File: src/rtl/step_pulse_gen_pkg.sv
// Shared codes for the step pulse generator: mode encodings, fixed rates,
// FSM states and the hybrid profile length.
package step_pulse_gen_pkg;

  localparam logic [1:0] MODE_WALK   = 2'd0;
  localparam logic [1:0] MODE_JOG    = 2'd1;
  localparam logic [1:0] MODE_RUN    = 2'd2;
  localparam logic [1:0] MODE_HYBRID = 2'd3;

  localparam logic [7:0] RATE_WALK = 8'd32;
  localparam logic [7:0] RATE_JOG  = 8'd64;
  localparam logic [7:0] RATE_RUN  = 8'd128;

  localparam logic [7:0] HYBRID_LAST_SEC = 8'd144;

  typedef enum logic [1:0] {
    ST_IDLE  = 2'd0,
    ST_RUN   = 2'd1,
    ST_PAUSE = 2'd2,
    ST_DONE  = 2'd3
  } state_t;

  function automatic logic [7:0] sat_inc8(input logic [7:0] v);
    return (v == 8'hFF) ? v : v + 8'd1;
  endfunction

endpackage

File: src/rtl/step_pulse_gen_hybrid_rate_rom.sv
// Hybrid profile: steps per second for a 1-based second index; zero outside
// the profile, which is what silences the generator once the profile ends.
module step_pulse_gen_hybrid_rate_rom
  import step_pulse_gen_pkg::*;
(
  input  logic [7:0] sec_idx,
  output logic [7:0] rate
);

  always_comb begin
    rate = 8'd0;
    case (sec_idx)
      8'd1:    rate = 8'd20;
      8'd2:    rate = 8'd33;
      8'd3:    rate = 8'd66;
      8'd4:    rate = 8'd27;
      8'd5:    rate = 8'd70;
      8'd6:    rate = 8'd30;
      8'd7:    rate = 8'd19;
      8'd8:    rate = 8'd30;
      8'd9:    rate = 8'd33;
      default: begin
        if (sec_idx >= 8'd10 && sec_idx <= 8'd73)
          rate = 8'd69;
        else if (sec_idx >= 8'd74 && sec_idx <= 8'd79)
          rate = 8'd34;
        else if (sec_idx >= 8'd80 && sec_idx <= HYBRID_LAST_SEC)
          rate = 8'd124;
      end
    endcase
  end

endmodule

File: src/rtl/step_pulse_gen.sv
// STEP pulse train generator: fixed or scripted rate per second, steps spread
// evenly by a phase accumulator, plus a 1 s tick and elapsed-second count.
module step_pulse_gen
  import step_pulse_gen_pkg::*;
#(
  parameter int CLK_HZ  = 50_000_000,
  parameter int PULSE_W = 2
) (
  input  logic       CLK,
  input  logic       RESET,
  input  logic       START,
  input  logic [1:0] MODE,
  output logic       STEP,
  output logic       SEC_TICK,
  output logic [7:0] ELAPSED,
  output logic       ACTIVE,
  output logic       DONE
);

  localparam int ACC_W = $clog2(CLK_HZ + 256);
  localparam int CNT_W = $clog2(CLK_HZ);
  localparam int PW_W  = $clog2(PULSE_W + 1);

  localparam logic [ACC_W-1:0] ACC_LIMIT = ACC_W'(CLK_HZ);
  localparam logic [CNT_W-1:0] CNT_LAST  = CNT_W'(CLK_HZ - 1);
  localparam logic [PW_W-1:0]  PW_RELOAD = PW_W'(PULSE_W - 1);

  state_t           state_q, state_d;
  logic [ACC_W-1:0] acc_q, acc_d;
  logic [CNT_W-1:0] cnt_q, cnt_d;
  logic [7:0]       elapsed_q, elapsed_d;
  logic [7:0]       rate_q, rate_d;
  logic [PW_W-1:0]  pw_q, pw_d;
  logic             step_q, step_d;

  logic             advance;
  logic             tick;
  logic             step_start;
  logic [ACC_W-1:0] acc_sum;
  logic [7:0]       rom_idx;
  logic [7:0]       rom_rate;
  logic [7:0]       mode_rate;

  step_pulse_gen_hybrid_rate_rom u_rom (
    .sec_idx (rom_idx),
    .rate    (rom_rate)
  );

  // A RUN cycle with START low is already frozen, so a pause costs no extra cycle.
  always_comb begin
    advance    = (state_q == ST_RUN) && START;
    tick       = advance && (cnt_q == CNT_LAST);
    acc_sum    = acc_q + ACC_W'(rate_q);
    step_start = advance && (acc_sum >= ACC_LIMIT);
    elapsed_d  = tick ? sat_inc8(elapsed_q) : elapsed_q;
    // Rate for the second about to begin, numbered one past the completed count.
    rom_idx    = sat_inc8(elapsed_d);

    mode_rate = RATE_WALK;
    case (MODE)
      MODE_WALK:   mode_rate = RATE_WALK;
      MODE_JOG:    mode_rate = RATE_JOG;
      MODE_RUN:    mode_rate = RATE_RUN;
      MODE_HYBRID: mode_rate = rom_rate;
    endcase
  end

  always_comb begin
    state_d = state_q;
    acc_d   = acc_q;
    cnt_d   = cnt_q;
    rate_d  = rate_q;
    case (state_q)
      ST_IDLE: begin
        if (START) begin
          state_d = ST_RUN;
          rate_d  = mode_rate;
          acc_d   = '0;
          cnt_d   = '0;
        end
      end
      ST_RUN: begin
        if (!START) begin
          state_d = ST_PAUSE;
        end else if (tick) begin
          cnt_d  = '0;
          acc_d  = '0;
          rate_d = mode_rate;
          if (MODE == MODE_HYBRID && elapsed_d >= HYBRID_LAST_SEC)
            state_d = ST_DONE;
        end else begin
          cnt_d = cnt_q + CNT_W'(1);
          acc_d = step_start ? acc_sum - ACC_LIMIT : acc_sum;
        end
      end
      ST_PAUSE: begin
        if (START)
          state_d = ST_RUN;
      end
      ST_DONE: begin
        state_d = ST_DONE;
      end
    endcase
  end

  // Pulse timer runs in every state so a pulse cut by a pause still completes.
  always_comb begin
    pw_d   = '0;
    step_d = 1'b0;
    if (step_start) begin
      pw_d   = PW_RELOAD;
      step_d = 1'b1;
    end else if (pw_q != '0) begin
      pw_d   = pw_q - PW_W'(1);
      step_d = 1'b1;
    end
  end

  always_ff @(posedge CLK or negedge RESET) begin
    if (!RESET) begin
      state_q   <= ST_IDLE;
      acc_q     <= '0;
      cnt_q     <= '0;
      elapsed_q <= '0;
      rate_q    <= '0;
      pw_q      <= '0;
      step_q    <= 1'b0;
    end else begin
      state_q   <= state_d;
      acc_q     <= acc_d;
      cnt_q     <= cnt_d;
      elapsed_q <= elapsed_d;
      rate_q    <= rate_d;
      pw_q      <= pw_d;
      step_q    <= step_d;
    end
  end

  assign STEP     = step_q;
  assign SEC_TICK = tick;
  assign ELAPSED  = elapsed_q;
  assign ACTIVE   = (state_q == ST_RUN);
  assign DONE     = (state_q == ST_DONE);

endmodule
File: config.mk
export PLATFORM = sky130hd
export DESIGN_NAME = step_pulse_gen
export DESIGN_NICKNAME = d
export VERILOG_FILES = /design/src/rtl/step_pulse_gen_pkg.sv /design/src/rtl/step_pulse_gen_hybrid_rate_rom.sv /design/src/rtl/step_pulse_gen.sv
export SDC_FILE = /design/constraint.sdc
export NUM_CORES = 1
export LEC_CHECK = 0
export CAP_MARGIN = 20
export CORE_ASPECT_RATIO = 0.7
export CORE_MARGIN = 3
export CORE_UTILIZATION = 30
export CTS_CLUSTER_SIZE = 28
export DETAILED_ROUTE_END_ITERATION = 12
export HOLD_SLACK_MARGIN = 0.15
export PLACE_DENSITY_LB_ADDON = 0.08
export RECOVER_POWER = 25
export SYNTH_ARGS = -nofsm -noshare
export SYNTH_HDL_FRONTEND = slang
export SYNTH_SLANG_ARGS = --single-unit
File: constraint.sdc
create_clock -name CLK -period 6.3 [get_ports CLK]
set_input_delay 0.63 -clock CLK [delete_from_list [all_inputs] [get_ports CLK]]
set_output_delay 0.63 -clock CLK [all_outputs]
set_load 0.005 [all_outputs]
==> impl_metrics.tcl <==
set metrics [dict create \
    outcome "finished, violations left" \
    violations "max-capacitance violations, max-slew violations" \
    async_flop_share 1.000 \
    hold_viol 0 \
    viasPerCell 5.598 \
    antenna_found_initial 0 \
    max_freq_mhz 214.3 \
    yosysUniqueCellTypes 78 \
    die_y_um 119.3 \
    hold_end "pw_q[0]" \
    finalCritPeriodShare 0.7406 \
    fp.dieArea_mm2 0.02003 \
    rows 40 \
    critPathLaunchType "flop" \
    cts_inserted_buffers 9 \
    ff2ff_setup_slack_ns 1.63 \
    cts_tree "done" \
    syn_area_mm2 0.005504 \
    worstReg2RegStart "acc_q[0]" \
    worst_hold_slack_ns 0.4707 \
    reg2reg_depth 13 \
    ctsResizeCount 0 \
    syn_nets 685 \
    finalWirelength_um 15910 \
    crit_required_ns 6.55 \
    ys_seq_area_frac 0.3319 \
    ys_seq_elements 73 \
    dp_hpwl_um 11410 \
    finalCriticalPeriod_ns 4.666 \
    max_slew_margin -1.321 \
    grt_first_pass_wirelength_um 26410 \
    finalSetupTns_ns 0 \
    final_common_cell "dfrtp_1" \
    path_class "reg2reg" \
    drive_gt1_frac 0.08000 \
    postRouteAntennaNets 0 \
    path_cells "ha_1, fa_1, a21oi_1, nor2_2, o31ai_1, a31oi_1, o211ai_1, o2111ai_1, or4b_1, a21oi_1, a21oi_1, or3_1, o21ai_0" \
    insertedDiodeCount 0 \
    htreeDepth 3 \
    worst_pin_slew_ns 3.481 \
    fillerInstances 1847 \
    dr.pass1.iters 5 \
    path_common_cell "a21oi_1" \
    ir_worst_vdd_mv 0.1535 \
    area_growth_pct 11.91 \
    finalWorstSetupSlack_ns 1.634 \
    synth-edff-count 0 \
    ys_warn_count 0 \
    maxSlewViolCount 63 \
    p_leak_nw 2.413 \
    cpPeakStageDelay_ns 0.83 \
    first_iter_violations 432 \
    min_from "pw_q[0]" \
    floorplan.initialDensity 0.3133 \
    vias 5072 \
    clock_latency_ns 0.34 \
    wire_per_inst_um 17.56 \
    dp_slack_ns 1.416 \
    worst_r2r_endpoint "acc_q[22]" \
    cts_num_sinks 73 \
    cts_root_buffer "clkbuf_16" \
    arrival_ns 4.92 \
    clockBufferDepth 2 \
    fin_nets 688 \
    rsz0062_at_grt "false" \
    drc 0 \
    most-common-layout-cells "dfrtp_1 (73), nand2_1 (60), nor2_1 (57)" \
    crit_slowest_cell "o31ai_1" \
    grt_max_degree 74 \
    grt_pass1_vias 4810 \
    postSynthCellCount 667 \
    chipWidth_um 167.9 \
    power.density_mw_per_mm2 253.2 \
    crit_path_end_kind "flop" \
    synth_top_flop_cell "dfrtp_1" \
    skew_ns 0.009369 \
    crit_path_max_fanout 6 \
    portBuffers 16 \
    finalSetupViolations 0 \
    hold_path.class "reg2reg" \
    place_congestion 0.8692 \
    max_cap_violations 1 \
    grt.total_usage 0.1614 \
    path_clk_slew_ns 0.06 \
    holdPathStages 1 \
    globalRouteOverflowTotal 0 \
    syn_area_per_cell_um2 8.252 \
    core_mm2 0.01757 \
    pin_count 17 \
]
-- stage by stage --
stage                     utilization  area (µm²)  std cells  power (mW)
final                          0.3506        6160        906       1.560
after global routing           0.3506        6160        906       1.668
after CTS                      0.3501        6150        904       1.579
after detailed placement       0.3328        5847        888       1.024
after global placement         0.3328        5847        888       1.027
after floorplan                     -        5504        667      0.8937
-- where the power goes --
group          internal, mW  leakage (nW)  total [mW]  switching, mW
logic                 0.165          1.28       0.454          0.289
clock network         0.311         0.146       0.537          0.226
registers             0.520         0.985       0.569         0.0495
-- how the worst max path moves through the flow --
stage | start | endpoint | cells past startpoint
final | acc_q[0] | acc_q[22] | 13
after global routing | RESET | rate_q[6] | 3
after CTS | acc_q[0] | acc_q[12] | 13
after detailed placement | START | rate_q[2] | 12
after global placement | START | rate_q[2] | 12
after floorplan | acc_q[0] | acc_q[21] | 15
-- registers in the layout, summed over array words and instances (netlist names) --
| signal | flops |
|---|---|
| cnt_q | 26 |
| pw_q | 2 |
| STEP | 1 |
| ELAPSED | 8 |
| acc_q | 26 |
| state_q | 2 |
| rate_q | 8 |
-- critical path, delay by kind of cell, from the launching register on --
kind	cells	cell delay (ns)
adders and majority gates	2	0.67
AOI/OAI and AO/OA	8	2.47
DFF	1	0.38
and+or+nand+nor	3	1.05
-- cell type report --
cell class / count / area, µm² / area share
Clock inverter: 7 / 77.57 / 0.01259
Multi-Input combinational cell: 545 / 3476 / 0.5643
Tap cell: 231 / 289.0 / 0.04692
Timing Repair Buffer: 21 / 190.2 / 0.03088
Inverter: 20 / 75.07 / 0.01219
Sequential cell: 73 / 1827 / 0.2966
Clock buffer: 9 / 225.2 / 0.03656
-- logic make-up (layout without fill, tap and decap cells) --
| group | after synthesis | count (layout) | synth area share |
|---|---|---|---|
| simple gates | 288 | 288 | 0.2719 |
| compound gates | 186 | 186 | 0.2326 |
| flops | 73 | 73 | 0.3319 |
| xor+xnor | 50 | 50 | 0.08093 |
| buf+inv | 49 | 57 | 0.03705 |
| fa+ha+maj | 13 | 13 | 0.03092 |
| mux | 8 | 8 | 0.01478 |
-- timing repair --
action                                 in CTS  in global routing
hold buffers                                0                  1
endpoints found under the hold margin       0                 11
setup buffers                               0                  0
-- synthesized netlist by cell type, types with 3 or more instances --
| cell type | instances | area (µm²) |
|---|---|---|
| o22ai_1 | 3 | 18.77 |
| dfrtp_1 | 73 | 1827 |
| o21ai_1 | 3 | 15.01 |
| nor2b_1 | 10 | 62.56 |
| a211oi_2 | 3 | 37.54 |
| o21ai_0 | 43 | 215.2 |
| nand4_1 | 21 | 131.4 |
| xnor2_1 | 23 | 201.4 |
| inv_1 | 19 | 71.32 |
| or4_1 | 3 | 22.52 |
| nand2b_1 | 8 | 50.05 |
| and3_1 | 12 | 75.07 |
| or2_2 | 8 | 50.05 |
| a22o_1 | 6 | 52.55 |
| a31o_2 | 3 | 26.28 |
| or3_1 | 11 | 68.82 |
| buf_2 | 9 | 45.04 |
| o31ai_1 | 9 | 67.56 |
| nor2_1 | 58 | 217.7 |
| xor2_1 | 26 | 227.7 |
| and2_1 | 12 | 75.07 |
| nand2_1 | 60 | 225.2 |
| nor2_2 | 3 | 18.77 |
| o211ai_1 | 10 | 75.07 |
| a21oi_1 | 37 | 185.2 |
| o2111ai_1 | 3 | 26.28 |
| and3_2 | 3 | 22.52 |
| a31oi_1 | 14 | 87.58 |
| mux2i_1 | 7 | 70.07 |
| nor3_1 | 22 | 110.1 |
| a21o_1 | 6 | 45.04 |
| a311oi_1 | 3 | 26.28 |
| ha_1 | 12 | 150.1 |
| clkbuf_1 | 18 | 67.56 |
| a211oi_1 | 5 | 37.54 |
| a211o_1 | 4 | 35.03 |
| a2bb2oi_1 | 4 | 35.03 |
| and4_1 | 4 | 35.03 |
| nor4_1 | 7 | 43.79 |
| a21boi_0 | 3 | 22.52 |
| nand3_1 | 35 | 175.2 |
-- layer usage --
layer,GRT usage,up-vias,part of all wire
li1,-,2475,-
met1,0.2617,2474,0.56
met2,0.2178,113,0.39
met3,0.03517,10,0.039
met4,0.02351,0,0.0053
met5,0,-,0
(Power assumes the default switching activity.)
